<file path="src/rtl/spi_to_ahb_bridge_if.sv">
// AHB-Lite bus bundle between the SPI bridge (bus master) and an AHB slave.
//   master : drives HADDR/HTRANS/HWRITE/HSIZE/HBURST/HWDATA, receives HRDATA/HREADY/HRESP
//   slave  : the mirror image, used by the bus model on the other side
interface spi_to_ahb_bridge_if;
    logic [7:0]  HADDR;
    logic [1:0]  HTRANS;
    logic        HWRITE;
    logic [2:0]  HSIZE;
    logic [2:0]  HBURST;
    logic [31:0] HWDATA;
    logic [31:0] HRDATA;
    logic        HREADY;
    logic        HRESP;

    modport master (
        output HADDR, HTRANS, HWRITE, HSIZE, HBURST, HWDATA,
        input  HRDATA, HREADY, HRESP
    );

    modport slave (
        input  HADDR, HTRANS, HWRITE, HSIZE, HBURST, HWDATA,
        output HRDATA, HREADY, HRESP
    );
endinterface

</file>
<file path="src/rtl/spi_to_ahb_bridge.sv">
// SPI target (mode 0, MSB first) that turns one chip-select frame from an
// external SPI host into a single AHB-Lite transfer on an 8-bit address space.
// All SPI pins are synchronised into HCLK and oversampled; no sclk-domain logic.
//   Frame: cmd byte {write, size[1:0], 5 ignored}, addr byte, then either
//          32-bit write data, or a dummy byte followed by 32 bits of read data.
// Ports:
//   HCLK, rst       : system clock, synchronous active-high reset
//   sclk, cs_n, mosi: SPI inputs (asynchronous)
//   miso            : SPI output, 0 whenever no read bit is being shifted
//   done            : one-cycle pulse when an AHB data phase completes
//   err             : one-cycle pulse on reserved size, HRESP error or late read
//   ahb             : AHB-Lite master side of the bus
module spi_to_ahb_bridge (
    input  logic HCLK,
    input  logic rst,
    input  logic sclk,
    input  logic cs_n,
    input  logic mosi,
    output logic miso,
    output logic done,
    output logic err,
    spi_to_ahb_bridge_if.master ahb
);

    typedef enum logic [3:0] {
        IDLE, CMD, ADDR, WDATA, AHB_A, AHB_D, RWAIT, RDATA, HOLD
    } state_t;

    state_t state_q, state_d;

    // ------------------------------------------------------------------
    // Pin synchronisers and edge detection. The cs chain resets to the
    // "selected" level so that a cs_n held low across reset can never look
    // like a new frame start; a fresh high-then-low is required.
    // ------------------------------------------------------------------
    logic [1:0] sclk_sy, cs_sy, mosi_sy;
    logic       sclk_d, cs_d;

    always_ff @(posedge HCLK) begin
        if (rst) begin
            sclk_sy <= '0;
            cs_sy   <= '0;
            mosi_sy <= '0;
            sclk_d  <= 1'b0;
            cs_d    <= 1'b0;
        end else begin
            sclk_sy <= {sclk_sy[0], sclk};
            cs_sy   <= {cs_sy[0], cs_n};
            mosi_sy <= {mosi_sy[0], mosi};
            sclk_d  <= sclk_sy[1];
            cs_d    <= cs_sy[1];
        end
    end

    logic rise, fall, cs_fall, cs_high;
    assign rise    =  sclk_sy[1] & ~sclk_d;
    assign fall    = ~sclk_sy[1] &  sclk_d;
    assign cs_fall = ~cs_sy[1]   &  cs_d;
    assign cs_high =  cs_sy[1];

    // ------------------------------------------------------------------
    // Datapath registers
    // ------------------------------------------------------------------
    logic [5:0]  bit_cnt;   // index of the next bit to be sampled
    logic [31:0] rx_q;
    logic [31:0] rx_next;
    logic        wr_q;
    logic [1:0]  size_q;
    logic [7:0]  addr_q;
    logic [31:0] wdata_q;
    logic [31:0] rdata_q;
    logic [31:0] tx_q;
    logic        late_q;
    logic        done_q, err_q;

    // Includes the bit arriving on this edge, so fields can be latched on
    // the same rise that completes them.
    assign rx_next = {rx_q[30:0], mosi_sy[1]};

    // Control strobes from the FSM
    logic        frame_start, ld_cmd, ld_addr, ld_wdata, cap_rd;
    logic        tx_ld, tx_sh, late_set, done_d, err_d;
    logic [31:0] tx_val;
    logic [31:0] rd_now;
    logic        late_edge;

    assign rd_now    = ahb.HRESP ? 32'h0 : ahb.HRDATA;
    // The falling edge after bit 23 is where bit 24 must appear on miso.
    assign late_edge = fall && (bit_cnt == 6'd24) && !wr_q && !late_q;

    assign ahb.HBURST = 3'b000;
    assign done       = done_q;
    assign err        = err_q;

    always_ff @(posedge HCLK) begin
        if (rst) state_q <= IDLE;
        else     state_q <= state_d;
    end

    always_comb begin
        state_d     = state_q;
        frame_start = 1'b0;
        ld_cmd      = 1'b0;
        ld_addr     = 1'b0;
        ld_wdata    = 1'b0;
        cap_rd      = 1'b0;
        tx_ld       = 1'b0;
        tx_sh       = 1'b0;
        tx_val      = '0;
        late_set    = 1'b0;
        done_d      = 1'b0;
        err_d       = 1'b0;
        ahb.HTRANS  = 2'b00;
        ahb.HADDR   = '0;
        ahb.HWRITE  = 1'b0;
        ahb.HSIZE   = 3'b000;
        ahb.HWDATA  = '0;
        miso        = 1'b0;

        case (state_q)
            IDLE: begin
                if (cs_fall) begin
                    frame_start = 1'b1;
                    state_d     = CMD;
                end
            end
            CMD: begin
                if (cs_high) state_d = IDLE;
                else if (rise && bit_cnt == 6'd7) begin
                    ld_cmd  = 1'b1;
                    state_d = ADDR;
                end
            end
            ADDR: begin
                if (cs_high) state_d = IDLE;
                else if (rise && bit_cnt == 6'd15) begin
                    ld_addr = 1'b1;
                    if (size_q == 2'b11) begin
                        err_d   = 1'b1;
                        state_d = HOLD;
                    end else if (wr_q) state_d = WDATA;
                    else               state_d = AHB_A;
                end
            end
            WDATA: begin
                if (cs_high) state_d = IDLE;
                else if (rise && bit_cnt == 6'd47) begin
                    ld_wdata = 1'b1;
                    state_d  = AHB_A;
                end
            end
            AHB_A: begin
                // cs_n is deliberately ignored here: the transfer must finish.
                ahb.HTRANS = 2'b10;
                ahb.HADDR  = addr_q;
                ahb.HWRITE = wr_q;
                ahb.HSIZE  = {1'b0, size_q};
                if (late_edge) begin
                    late_set = 1'b1;
                    err_d    = 1'b1;
                    tx_ld    = 1'b1;
                end
                if (ahb.HREADY) state_d = AHB_D;
            end
            AHB_D: begin
                ahb.HWDATA = wr_q ? wdata_q : 32'h0;
                if (ahb.HREADY) begin
                    done_d = 1'b1;
                    err_d  = ahb.HRESP;
                    cap_rd = !wr_q;
                    if (cs_high)     state_d = IDLE;
                    else if (wr_q)   state_d = HOLD;
                    else if (late_q) state_d = RDATA;
                    else if (fall && bit_cnt == 6'd24) begin
                        // completion coincides with the load edge: forward directly
                        tx_ld   = 1'b1;
                        tx_val  = rd_now;
                        state_d = RDATA;
                    end else state_d = RWAIT;
                end else if (late_edge) begin
                    late_set = 1'b1;
                    err_d    = 1'b1;
                    tx_ld    = 1'b1;
                end
            end
            RWAIT: begin
                if (cs_high) state_d = IDLE;
                else if (fall && bit_cnt == 6'd24) begin
                    tx_ld   = 1'b1;
                    tx_val  = rdata_q;
                    state_d = RDATA;
                end
            end
            RDATA: begin
                miso = tx_q[31];
                if (cs_high) state_d = IDLE;
                else if (fall) begin
                    if (bit_cnt >= 6'd56) state_d = HOLD;
                    else                  tx_sh   = 1'b1;
                end
            end
            HOLD: begin
                if (cs_high) state_d = IDLE;
            end
            default: state_d = IDLE;
        endcase
    end

    always_ff @(posedge HCLK) begin
        if (rst) begin
            bit_cnt <= '0;
            rx_q    <= '0;
            wr_q    <= 1'b0;
            size_q  <= '0;
            addr_q  <= '0;
            wdata_q <= '0;
            rdata_q <= '0;
            tx_q    <= '0;
            late_q  <= 1'b0;
            done_q  <= 1'b0;
            err_q   <= 1'b0;
        end else begin
            done_q <= done_d;
            err_q  <= err_d;
            if (frame_start) begin
                bit_cnt <= '0;
                rx_q    <= '0;
                tx_q    <= '0;
                late_q  <= 1'b0;
            end else begin
                if (rise) begin
                    rx_q <= rx_next;
                    // saturate so trailing edges can never alias a bit index
                    if (bit_cnt != 6'h3f) bit_cnt <= bit_cnt + 6'd1;
                end
                if (tx_ld)      tx_q <= tx_val;
                else if (tx_sh) tx_q <= {tx_q[30:0], 1'b0};
                if (late_set)   late_q <= 1'b1;
            end
            if (ld_cmd) begin
                wr_q   <= rx_next[7];
                size_q <= rx_next[6:5];
            end
            if (ld_addr)  addr_q  <= rx_next[7:0];
            if (ld_wdata) wdata_q <= rx_next;
            if (cap_rd)   rdata_q <= rd_now;
        end
    end

endmodule

</file>
<file path="src/flat_wrapper.sv">
// flat-port wrapper written by rule: the top's interface ports become plain ports
module spi_to_ahb_bridge_flat 
  (HCLK, rst, sclk, cs_n, mosi, miso, done, err, ahb_HADDR, ahb_HTRANS, ahb_HWRITE, ahb_HSIZE, ahb_HBURST, ahb_HWDATA, ahb_HRDATA, ahb_HREADY, ahb_HRESP);
  spi_to_ahb_bridge_if ahb_i ();
  input  logic HCLK;
  input  logic rst;
  input  logic sclk;
  input  logic cs_n;
  input  logic mosi;
  output logic miso;
  output logic done;
  output logic err;
  output wire logic [$bits(ahb_i.HADDR)-1:0] ahb_HADDR;
  output wire logic [$bits(ahb_i.HTRANS)-1:0] ahb_HTRANS;
  output wire logic [$bits(ahb_i.HWRITE)-1:0] ahb_HWRITE;
  output wire logic [$bits(ahb_i.HSIZE)-1:0] ahb_HSIZE;
  output wire logic [$bits(ahb_i.HBURST)-1:0] ahb_HBURST;
  output wire logic [$bits(ahb_i.HWDATA)-1:0] ahb_HWDATA;
  input wire logic [$bits(ahb_i.HRDATA)-1:0] ahb_HRDATA;
  input wire logic [$bits(ahb_i.HREADY)-1:0] ahb_HREADY;
  input wire logic [$bits(ahb_i.HRESP)-1:0] ahb_HRESP;
  assign ahb_HADDR = ahb_i.HADDR;
  assign ahb_HTRANS = ahb_i.HTRANS;
  assign ahb_HWRITE = ahb_i.HWRITE;
  assign ahb_HSIZE = ahb_i.HSIZE;
  assign ahb_HBURST = ahb_i.HBURST;
  assign ahb_HWDATA = ahb_i.HWDATA;
  assign ahb_i.HRDATA = ahb_HRDATA;
  assign ahb_i.HREADY = ahb_HREADY;
  assign ahb_i.HRESP = ahb_HRESP;
  spi_to_ahb_bridge u_core (.HCLK(HCLK), .rst(rst), .sclk(sclk), .cs_n(cs_n), .mosi(mosi), .miso(miso), .done(done), .err(err), .ahb(ahb_i));
endmodule
</file>
<file path="config.mk">
export PLATFORM = sky130hd
export DESIGN_NAME = spi_to_ahb_bridge_flat
export DESIGN_NICKNAME = d
export VERILOG_FILES = /design/src/rtl/spi_to_ahb_bridge_if.sv /design/src/rtl/spi_to_ahb_bridge.sv /design/src/flat_wrapper.sv
export SDC_FILE = /design/constraint.sdc
export NUM_CORES = 1
export LEC_CHECK = 0
export CAP_MARGIN = 25
export CORE_MARGIN = 2
export CORE_UTILIZATION = 30
export CTS_CLUSTER_SIZE = 28
export DETAILED_ROUTE_END_ITERATION = 12
export SLEW_MARGIN = 0
export SYNTH_ARGS = -nofsm -noshare
export SYNTH_HDL_FRONTEND = slang
export SYNTH_SLANG_ARGS = --single-unit
</file>
<file path="constraint.sdc">
create_clock -name HCLK -period 6.74 [get_ports HCLK]
set_input_delay 2.022 -clock HCLK [delete_from_list [all_inputs] [get_ports HCLK]]
set_output_delay 2.022 -clock HCLK [all_outputs]
set_load 0.03 [all_outputs]
</file>
* After elaboration in Yosys (flattened, before gate mapping) *
Index checks and enable logic that the tools add are counted.

storage, ports and cells
  ROM bits = 0
  bits in registers = 159
  word-level logic and storage cells = 137
  bits in writable memories = 0
  memories kept = 0
  latch bits = 0
  input bits = 39

operators by class
  shifts and indexed selects = 0
  order comparisons = 1
  equal/unequal tests = 24
  divide/modulo/power cells = 0
  $add $sub $neg = 1
  bitwise gates (word level) = 7
  muxes and demuxes = 73
  reduce and logical (&&, ||, !) cells = 14
  $mul = 0

operators with widths
  cell                                                      number
  2-to-1 mux 32 bit                                         12
  2-to-1 mux 4 bit                                          19
  one-hot mux 32 bit (2 select lines)                       1
  one-hot mux 4 bit (9 select lines)                        1
  2-to-1 mux 1 bit                                          33
  inequality test 3 x 1 -> 1 bit, second input constant     6
  equality test 4 x 3 -> 1 bit, second input constant       4
  AND reduction 10 bit                                      1
  equality test 4 x 2 -> 1 bit, second input constant       2
  2-to-1 mux 8 bit                                          1
  adder 6 x 1 -> 6 bit, second input constant               1
  equality test 6 x 3 -> 1 bit, second input constant       1
  equality test 6 x 4 -> 1 bit, second input constant       1
  equality test 6 x 5 -> 1 bit, second input constant       1
  equality test 6 bit, second input constant                1
  greater-or-equal comparator 6 bit, second input constant  1
  logical AND 1 bit                                         6
  inequality test 6 bit, second input constant              1
  one-hot mux 1 bit (3 select lines)                        2
  equality test 4 x 1 -> 1 bit, second input constant       1
  equality test 4 bit, second input constant                1
  logical NOT 4 bit                                         1
  2-to-1 mux 2 bit                                          2
  inequality test 2 x 1 -> 1 bit, second input constant     2
  other kinds (10)                                          18

* Logic depth before layout (Yosys ltp) *
Gate-level depths: netlist of run 1.

  depth in word-level cells = 10
  mapped depth = 9

* Worst setup path after synthesis of run 1 *
No wires, ideal clock.

  kind = flip-flop to output port
  start point = reg u_core.state_q[2]
  end point = out ahb_HADDR[0]
  path slack = 2.932 ns
  arrival time = 1.786 ns
  stages on the path, launching flop included = 6
  buffers on the path = 2
  path through = dfxtp_1 -> clkbuf_1 -> nand2b_1 -> nor3_1 -> clkbuf_1 -> and2_1

between the ends
  cells in the longest elaborated chain, start to end = 2

ends and longest elaborated chain
  element                       RTL line                  RTL
  start, declared               spi_to_ahb_bridge.sv:29   state_t state_q, state_d;
  start signal, assigned        spi_to_ahb_bridge.sv:97   else state_q <= state_d;
  equality test 4 x 3 -> 1 bit  spi_to_ahb_bridge.sv:120  case (state_q)
  2-to-1 mux 8 bit              spi_to_ahb_bridge.sv:120
  end, declared                 flat_wrapper.sv:13        output wire logic [$bits(ahb_i.HADDR)-1:0] ahb_HADDR;

Every way passes these cells.

* Worst setup path in the final report of run 1 *
  start point = reg u_core.state_q[2]
  end point = out ahb_HWDATA[30]

between the ends
  cells in the longest elaborated chain, start to end = 2

ends and longest elaborated chain
  element                       RTL line                  RTL
  equality test 4 x 3 -> 1 bit  spi_to_ahb_bridge.sv:120
  2-to-1 mux 32 bit             spi_to_ahb_bridge.sv:120
  end, declared                 flat_wrapper.sv:18        output wire logic [$bits(ahb_i.HWDATA)-1:0] ahb_HWDATA;

Every way passes these cells.

==> results of run 1 <==
## cell type report
class / instances / area, um2 / area share
Inverter: 7 / 26.28 / 0.003016
Clock buffer: 20 / 466.7 / 0.05357
Clock inverter: 12 / 150.1 / 0.01723
Timing Repair Buffer: 97 / 947.2 / 0.1087
Tap cell: 313 / 391.6 / 0.04495
Multi-Input combinational cell: 602 / 3547 / 0.4072
Sequential cell: 159 / 3183 / 0.3654
## logic make-up (layout without fill, tap and decap cells)
kind of cell	after synthesis	count (layout)	share of synthesized area
compound gates	150	150	0.1271
buf+inv	75	136	0.04669
flops	159	159	0.4534
xor+xnor	5	5	0.006237
mux	77	77	0.1153
fa+ha+maj	2	2	0.003564
other cells	1	5	0.0005342
simple gates	363	363	0.2472
## stage by stage
| step | instances | setup slack, ps | total power, mW | hold slack [ps] | util |
|---|---|---|---|---|---|
| 6_report | 1210 | 1708 | 2.059 | 445.7 | 0.3825 |
| 2_1_floorplan | 836 | 2932 | 1.043 | 413.8 | - |
| 4_1_cts | 1209 | 1395 | 2.089 | 446.8 | 0.3820 |
| 3_5_place_dp | 1177 | 1864 | 1.081 | 431.7 | 0.3549 |
| 3_3_place_gp | 1176 | 2005 | 1.080 | 425.8 | 0.3542 |
| 5_1_grt | 1210 | 1544 | 2.138 | 463.5 | 0.3825 |
## sequential cells by signal, indices dropped and copies added, names as in the netlist
signal / cells
u_core.addr_q: 8
u_core.bit_cnt: 6
u_core.cs_d: 1
u_core.cs_sy: 2
u_core.done: 1
u_core.err: 1
u_core.late_q: 1
u_core.mosi_sy: 2
u_core.rdata_q: 32
u_core.rx_q: 31
u_core.sclk_d: 1
u_core.sclk_sy: 2
u_core.size_q: 2
u_core.state_q: 4
u_core.tx_q: 32
u_core.wdata_q: 32
u_core.wr_q: 1
## cell usage in the layout (no fill, tap or decap), drive strengths merged, types with 3 or more instances in the layout
| master | count |
|---|---|
| nand2 | 167 |
| dfxtp | 159 |
| a21oi | 96 |
| clkdlybuf4s50 | 84 |
| nor2 | 62 |
| mux2i | 46 |
| nor2b | 46 |
| and2 | 44 |
| mux2 | 31 |
| a22oi | 31 |
| clkbuf | 20 |
| buf | 13 |
| inv | 12 |
| nand2b | 8 |
| nand3 | 7 |
| nor3 | 6 |
| conb | 5 |
| o21ai | 5 |
| and3 | 4 |
| nand3b | 4 |
| xnor2 | 4 |
| clkinv | 4 |
| nand4b | 3 |
## final timing paths
kind	slack (ps)	cells after the start	from	end
max	1710	5	u_core.state_q[2]$_SDFFE_PP0P_	ahb_HWDATA[30]
min	450	1	u_core.cs_sy[0]$_SDFF_PP0_	u_core.cs_sy[1]$_SDFF_PP0_
max reg2reg	3880	6	u_core.bit_cnt[4]$_SDFFE_PP0P_	u_core.tx_q[4]$_SDFFE_PP0P_
min reg2reg	450	1	u_core.cs_sy[0]$_SDFF_PP0_	u_core.cs_sy[1]$_SDFF_PP0_
## worst register-to-register path, delay by kind of cell, from the launching register on
| kind | cells | cell delay, ps |
|---|---|---|
| DFF | 1 | 440 |
| and+or+nand+nor | 3 | 1600 |
| AOI/OAI and AO/OA | 2 | 360 |
| buffers and inverters | 1 | 390 |
## routing by layer
metal,wire [um],track usage
met5,0,0
met2,7448,0.2226
met1,7965,0.1704
met3,507,0.03689
met4,73,0.03189
## power by group
part | switching (mW) | total (mW) | internal, mW
Combinational | 0.0577 | 0.104 | 0.0464
Clock | 0.413 | 1.00 | 0.587
Sequential | 0.0107 | 0.955 | 0.944
Total | 0.481 | 2.06 | 1.58
==> summary.md, run 1 <==
| Metric | Value |
|---|---|
| Outcome | `finished, final reports clean` |
| CP Buf/Inv Count | `2` |
| Routed Antenna Nets | `0` |
| 1st-iter DRT viols | `196` |
| Initial antenna violation count | `0` |
| # fillers | `2362` |
| F_max | `0.1987 GHz` |
| Sequential cell area fraction in the yosys report | `0.4534` |
| DRT Pass-1 Iters | `4` |
| Synth Instances | `832` |
| Post-CTS Setup Bufs | `0` |
| Min-delay worst type | `reg -> reg` |
| YS warnings | `0` |
| Final instance area | `8712 um2` |
| Die area | `24640 um2` |
| DR DRC count | `0` |
| Min Tclk post-route | `5032 ps` |
| Vias per inst | `4.589` |
| Crit path DAT | `3010 ps` |
| GRT Total Usage | `0.1332` |
| Worst-path maximum fanout | `21` |
| CP startpoint kind | `flip-flop` |
| Initial Util | `0.3082` |
| Largest area contributor in the netlist | `dfxtp_1` |
| Post-synth EDFFs | `0` |
| Worst-skew pair later-pin latency | `420 ps` |
| IO Pins | `91` |
| Max cap viols | `0` |
| Clock sinks | `159` |
| Core Rows | `55` |
| Core box area | `22780 um2` |
| Worst-case clock skew | `8.775 ps` |
| Crit-path slowest cell | `clkdlybuf4s50_1` |
| Routed wire length per instance | `13.22 um` |
| Area contributors post-synth | `dfxtp_1 45%, nand2_1 8.9%, a21oi_1 6.8%, mux2i_1 6.6%, mux2_2 5.0%` |
| FFs w/ async S/R, synth | `0` |
| Ys flop type | `dfxtp_1` |
| Period utilization | `0.7465` |
| Post-DP HPWL | `9997 um` |
| Inserted Diodes | `0` |
| Final setup vio count | `0` |
| GRT overflow | `0` |
| Family with the most delay on the worst path | `simple AND/OR/NAND/NOR gates` |
| Worst-margin pin slew | `1059 ps` |
| Crit. End Element | `output port` |
| Leakage | `3.013 nW` |
| Die Y | `157.0 um` |
| Pwr dens | `236.3 nW/um2` |
| DIE WIDTH | `157.0 um` |
| Unrepaired setup endpoints after global routing | `false` |
| Final hold vios | `0` |
| First-pass GRT wire length | `26300 um` |
| Slowest stage delay, CP | `660 ps` |
| Via Count | `5553` |
| Avg Inst Size Synth | `8.438 um2` |
| Clock buffer depth | `2` |
| TritonCTS Buffers | `17` |
| Critical Path RT | `4720 ps` |
| Placed Instance Area | `8084 um2` |
| Port Buf Inserts | `85` |
| Layout cells sized above 1 | `0.09810` |
| Setup_tns | `0 ps` |
| Post-synth top cells | `167 x nand2_1, 159 x dfxtp_1, 96 x a21oi_1` |
| Synthesized cell area | `7020 um2` |
| RD Place Congestion | `0.7918` |
| Cell breakdown of the critical path | `nor2b_1, and3_1, buf_6, and2_1, clkdlybuf4s50_1` |
| Top cell type's share of synthesized area | `0.4534` |
| Worst Setup Path Type | `reg -> out` |
| Flops & latches, synth | `159` |
| Area Overhead vs Synth | `24.10%` |
| Clk pin slew, worst setup/hold paths | `60 ps` |
| Resized Gates After CTS | `0` |
| CTS Hold Bufs | `0` |
| Post-synthesis cell type count | `56` |
| Number of global-route vias before repair | `5255` |
| Most common cell in the netlist | `nand2_1` |
| H-tree depth | `4` |
| Nets | `925` |
| Detailed Route WL | `16000 um` |
| Pins Over Slew Limit | `0` |
| Clk root buf | `clkbuf_16` |
| Largest net degree at the start of global routing | `59` |
| CTS tree | `done` |
| Max VDD drop | `155.8 uV` |
| Slew Limit Headroom | `0.2888` |
Note: power is estimated with default switching activity, not from simulation.
==> run 2: changes to the inputs <==
- clock period: 6.74 -> 4.7 ns (I/O delays scaled with it)
==> run 2 against run 1 <==
Effect of this change: critical path type unchanged; register-to-register slack worse by 2000 ps; count of clock-buffer cells in the layout is the same; via count is 0.72% higher; flip-flop and latch count unchanged; core utilization shrank 0.15 points.
==> summary.md, run 2 (synthesis gave the netlist of run 1 again) <==
| Metric | Value |
|---|---|
| Initial Util | `0.3082 (unchanged)` |
| Top Registers | `u_core.rdata_q: 32 flops, u_core.tx_q: 32 flops, u_core.wdata_q: 32 flops` |
| Core Rows | `55 (unchanged)` |
| Leakage | `2.994 nW (-0.64%)` |
| Clock buffer depth | `2 (unchanged)` |
| Nets | `928 (+0.32%)` |
| Highest-count cells in the layout ignoring fill and taps | `167 x nand2_1, 159 x dfxtp_1, 96 x a21oi_1` |
| Reg area | `3183 um2 (unchanged)` |
| Max VDD drop | `177.1 uV (+14%)` |
| Setup WS pre-CTS | `967.7 ps (-896.0 ps)` |
| Worst-path maximum fanout | `33 (+57%)` |
| Total power | `2.858 mW (+39%)` |
| Hold_ws | `435.7 ps (-9.948 ps)` |
| Routed wire length per instance | `13.10 um (-0.90%)` |
| Detailed Route WL | `15880 um (-0.74%)` |
| Post-CTS Setup Bufs | `0 (unchanged)` |
| Worst-skew pair later-pin latency | `420 ps (about the same)` |
| GRT overflow | `0 (unchanged)` |
| Clk pin slew, worst setup/hold paths | `60 ps (about the same)` |
| Unrepaired setup endpoints after global routing | `false` |
| Worst-case clock skew | `10.31 ps (+1.537 ps)` |
| Most common cell after layout, fill and taps aside | `nand2_1` |
| Multi-input gate area | `3547 um2 (unchanged)` |
| F_max | `0.2405 GHz` |
| H-tree depth | `4 (unchanged)` |
| Worst-margin pin slew | `865.0 ps (-193.6 ps)` |
| Port Buf Inserts | `85 (unchanged)` |
| # fillers | `2339 (-0.97%)` |
| Layout cells sized above 1 | `0.1001 (+0.002006)` |
| Number of global-route vias before repair | `5328 (+1.4%)` |
| Clock sinks | `159 (unchanged)` |
| Pins Over Slew Limit | `0 (unchanged)` |
| Area Overhead vs Synth | `23.61%` |
| CP startpoint kind | `flip-flop` |
| Die area | `24640 um2 (unchanged)` |
| Largest net degree at the start of global routing | `60 (+1.7%)` |
| Critical Path RT | `3290 ps (-1430 ps)` |
| 1st-iter DRT viols | `286 (+46%)` |
| Inserted Diodes | `0 (unchanged)` |
| Max cap viols | `0 (unchanged)` |
| DRT Pass-1 Iters | `5 (+1)` |
| Initial antenna violation count | `0 (unchanged)` |
| Setup_tns | `0 ps (unchanged)` |
| TritonCTS Buffers | `17 (unchanged)` |
| Clk root buf | `clkbuf_16` |
| Post-DP HPWL | `10060 um (+0.67%)` |
| Core box area | `22780 um2 (unchanged)` |
| Resized Gates After CTS | `0 (unchanged)` |
| Final setup vio count | `0 (unchanged)` |
| Min-delay worst type | `reg -> reg` |
| Worst Setup Path Type | `reg -> out` |
| Via Count | `5593 (+0.72%)` |
| Outcome | `finished, final reports clean` |
| Crit. End Element | `output port` |
| GRT Total Usage | `0.1345 (+0.001243)` |
| Routed Antenna Nets | `0 (unchanged)` |
| Die Y | `157.0 um (unchanged)` |
| First-pass GRT wire length | `26360 um (+0.24%)` |
| IO Pins | `91 (unchanged)` |
| Final WS setup | `541.3 ps (-1167 ps)` |
| Vias per inst | `4.615 (+0.55%)` |
| RD Place Congestion | `0.7760 (-2.0%)` |
| Pwr dens | `329.4 nW/um2 (+39%)` |
| Period utilization | `0.8848` |
| DR DRC count | `0 (unchanged)` |
| CTS tree | `done` |
| Crit path DAT | `2750 ps (-260 ps)` |
| DIE WIDTH | `157.0 um (unchanged)` |
| Slew Limit Headroom | `0.4230 (+0.1341)` |
| Final hold vios | `0 (unchanged)` |
| Min Tclk post-route | `4159 ps` |
| CTS Hold Bufs | `0 (unchanged)` |
run 2: cell types whose count changed in the layout (fill, tap and decap cells not counted), sizes merged:
cell / before / now
inv: 12 / 10
clkinv: 4 / 3
bufinv: 2 / 1
buf: 13 / 16
clkinvlp: 1 / 4
run 2: layout make-up:
class | count | area share
clock buffers | 20 | 0.05378
clock inverters | 11 | 0.01211
repair buffers | 100 | 0.1104
flip-flops and latches | 159 | 0.3668
multi-input cells | 602 | 0.4087
inverters | 7 | 0.003028
well taps | 313 | 0.04513
run 2: stage by stage:
stage                     utilization  cells  instance area (um2)
after floorplan                     -    836                 7036
after global placement         0.3559   1181                 8107
after detailed placement       0.3559   1181                 8107
after CTS                      0.3810   1212                 8678
after global routing           0.3810   1212                 8678
final                          0.3810   1212                 8678
run 2: per-layer routing:
| metal | GRT usage | routed length [um] | part of all wire |
|---|---|---|---|
| met2 | 0.2185 | 7371 | 0.46 |
| met3 | 0.03827 | 679 | 0.043 |
| met1 | 0.1756 | 7681 | 0.48 |
| met4 | 0.03451 | 144 | 0.0091 |
| met5 | 0 | 0 | 0 |
run 2: worst max-delay path: stages, from the launching register on:
cell             delay (ps)
dfxtp_1                 570
nor2b_1                 420
and3_1                  220
buf_4                   280
and2_1                  170
clkdlybuf4s50_1         670
run 2: power breakdown:
group	internal (mW)	switching [mW]
sequential	1.35	0.00697
combinational	0.0694	0.0927
clock	0.772	0.563
run 2: path summary, 6_finish.rpt:
kind	slack, ps	start	endpoint	cells after the start
hold reg to reg	440	u_core.sclk_sy[0]$_SDFF_PP0_	u_core.sclk_sy[1]$_SDFF_PP0_	1
setup reg to reg	1860	u_core.bit_cnt[4]$_SDFFE_PP0P_	u_core.tx_q[31]$_SDFFE_PP0P_	6
setup / recovery	540	u_core.state_q[2]$_SDFFE_PP0P_	ahb_HWDATA[31]	5
hold / removal	440	u_core.sclk_sy[0]$_SDFF_PP0_	u_core.sclk_sy[1]$_SDFF_PP0_	1
==> run 3: changes to the inputs <==
- clock period: 4.7 -> 4.65 ns (I/O delays scaled with it)
==> run 3 against run 2 <==
Effect of this change: core utilization about the same; design area up 0.13%; clock power about the same; global-route usage down 0.058 points; final cell count about the same; routed wire length down 0.30%; total power up 1.7%; largest power group unchanged.
==> summary.md, run 3 (synthesis gave the netlist of run 1 again) <==
| Metric | Value |
|---|---|
| Pins Over Slew Limit | `0 (unchanged)` |
| Crit path DAT | `2750 ps (about the same)` |
| Number of global-route vias before repair | `5283 (-0.84%)` |
| H-tree depth | `4 (unchanged)` |
| Post-DP HPWL | `10080 um (+0.14%)` |
| Min Tclk post-route | `4144 ps` |
| TritonCTS Buffers | `17 (unchanged)` |
| Core Rows | `55 (unchanged)` |
| Critical Path Start | `u_core.state_q[2]$_SDFFE_PP0P_` |
| Clk pin slew, worst setup/hold paths | `60 ps (about the same)` |
| Area Overhead vs Synth | `23.77%` |
| Final hold vios | `0 (unchanged)` |
| Resized Gates After CTS | `0 (unchanged)` |
| Slew Limit Headroom | `0.4448 (+0.02185)` |
| 1st-iter DRT viols | `236 (-17%)` |
| Nets | `929 (+0.11%)` |
| Worst-path maximum fanout | `33 (unchanged)` |
| Hold_sp | `u_core.cs_sy[0]$_SDFF_PP0_` |
| GRT Total Usage | `0.1339 (-0.0005826)` |
| Reg2reg end | `u_core.tx_q[31]$_SDFFE_PP0P_` |
| CTS tree | `done` |
| Core box area | `22780 um2 (unchanged)` |
| Reg area | `3183 um2 (unchanged)` |
| Max cap viols | `0 (unchanged)` |
| Via Count | `5555 (-0.68%)` |
| Largest net degree at the start of global routing | `54 (-10%)` |
| Min-delay worst type | `reg -> reg` |
| Clock buffer depth | `2 (unchanged)` |
| Psw | `684.7 uW (+3.3%)` |
| Initial antenna violation count | `0 (unchanged)` |
| Worst-margin pin slew | `832.3 ps (-32.76 ps)` |
| RD Place Congestion | `0.7704 (-0.72%)` |
| Inserted Diodes | `0 (unchanged)` |
| DIE WIDTH | `157.0 um (unchanged)` |
| Die Y | `157.0 um (unchanged)` |
| DRT Pass-1 Iters | `5 (unchanged)` |
| Final setup vio count | `0 (unchanged)` |
| Clock sinks | `159 (unchanged)` |
| IO Pins | `91 (unchanged)` |
| Vias per inst | `4.580 (-0.76%)` |
| CTS Hold Bufs | `0 (unchanged)` |
| Sw Ratio | `0.2355 (+0.003614)` |
| Setup_tns | `0 ps (unchanged)` |
| Combinational group share of total power | `0.056 (about the same)` |
| Total power | `2.908 mW (+1.7%)` |
| First-pass GRT wire length | `26530 um (+0.63%)` |
| Max VDD drop | `179.1 uV (+1.2%)` |
| Top Registers | `u_core.rdata_q: 32 flops, u_core.tx_q: 32 flops, u_core.wdata_q: 32 flops` |
| Worst-skew pair later-pin latency | `420 ps (about the same)` |
| Outcome | `finished, final reports clean` |
| Routed wire length per instance | `13.05 um (-0.38%)` |
| # fillers | `2340 (+0.043%)` |
| Die area | `24640 um2 (unchanged)` |
| Clock share of power | `0.471 (+0.004)` |
| Post-CTS Setup Bufs | `0 (unchanged)` |
| Port Buf Inserts | `85 (unchanged)` |
| F_max | `0.2413 GHz` |
| Pwr dens | `334.6 nW/um2 (+1.6%)` |
| Crit. End Element | `output port` |
| FF-to-FF path depth | `6 (unchanged)` |
| Worst-case clock skew | `9.040 ps (-1.272 ps)` |
| Leakage | `3.000 nW (+0.19%)` |
| Routed Antenna Nets | `0 (unchanged)` |
| Detailed Route WL | `15830 um (-0.30%)` |
| Layout cells sized above 1 | `0.1000 (-0.0001112)` |
| Reg-to-reg setup timing slack | `1870 ps (about the same)` |
| Setup WS pre-CTS | `933.7 ps (-34.07 ps)` |
| Worst Setup Path Type | `reg -> out` |
| Clk root buf | `clkbuf_16` |
| Initial Util | `0.3082 (unchanged)` |
| Period utilization | `0.8911` |
| Sequential cell fraction of total power | `0.473 (-0.003)` |
| Internal power | `2.223 mW (+1.2%)` |
| Final WS setup | `506.3 ps (-34.93 ps)` |
| CP startpoint kind | `flip-flop` |
| Most common cell after layout, fill and taps aside | `nand2_1` |
| DR DRC count | `0 (unchanged)` |
| Highest-count cells in the layout ignoring fill and taps | `167 x nand2_1, 159 x dfxtp_1, 96 x a21oi_1` |
| Unrepaired setup endpoints after global routing | `false` |
| Critical Path End | `ahb_HWDATA[30]` |
| Reg2reg start | `u_core.bit_cnt[4]$_SDFFE_PP0P_` |
| GRT overflow | `0 (unchanged)` |
| Critical Path RT | `3250 ps (-40 ps)` |
| Multi-input gate area | `3547 um2 (unchanged)` |
[run 3: changes by cell type in the layout (fill, tap and decap cells not counted)]
cell	before	now
buf_4	15	16
clkbuf_1	0	1
clkinv_2	2	0
clkinv_4	1	4
clkinvlp_4	4	3
inv_6	3	2
[run 3: through the flow]
stage                 util  instances  hold WS (ps)  instance area [um2]
global route        0.3815       1213         459.9                 8690
floorplan                -        836         413.8                 7036
CTS                 0.3815       1213         442.5                 8690
finish              0.3815       1213         439.2                 8690
detailed placement  0.3562       1182         427.1                 8114
global placement    0.3562       1182         424.9                 8114
[run 3: worst min-delay path by stage]
stage,end,cells after the start,slack (ps)
finish,u_core.cs_sy[1]$_SDFF_PP0_,1,440
global route,u_core.sclk_sy[1]$_SDFF_PP0_,1,460
CTS,u_core.cs_sy[1]$_SDFF_PP0_,1,440
detailed placement,u_core.cs_sy[1]$_SDFF_PP0_,1,430
global placement,u_core.sclk_sy[1]$_SDFF_PP0_,1,420
floorplan,u_core.cs_sy[1]$_SDFF_PP0_,1,410
[run 3: layout make-up]
class | count | share of cell area
flip-flops and latches | 159 | 0.3663
inverters | 7 | 0.003024
clock inverters | 10 | 0.01210
clock buffers | 21 | 0.05414
multi-input cells | 602 | 0.4082
repair buffers | 101 | 0.1112
well taps | 313 | 0.04507
[run 3: layer usage]
metal  track usage  vias up  wire [um]
li1              -     2889          -
met1        0.1774     2562       7724
met2        0.2151       91       7285
met3       0.03304       13        668
met4       0.04063        0        151
met5             0        -          0
[run 3: power by group through the flow]
stage	clock (mW)	sequential, mW	combinational (mW)
after floorplan	0	1.40	0.110
after global placement	0	1.41	0.165
after detailed placement	0	1.41	0.165
after CTS	1.41	1.38	0.165
after global routing	1.47	1.38	0.182
final	1.37	1.38	0.163
[run 3: worst max-delay path, cell delays in order, from the launching register on]
cell             delay, ps
dfxtp_1                570
nor2b_1                400
and3_1                 220
buf_4                  290
and2_1                 170
clkdlybuf4s50_1        660
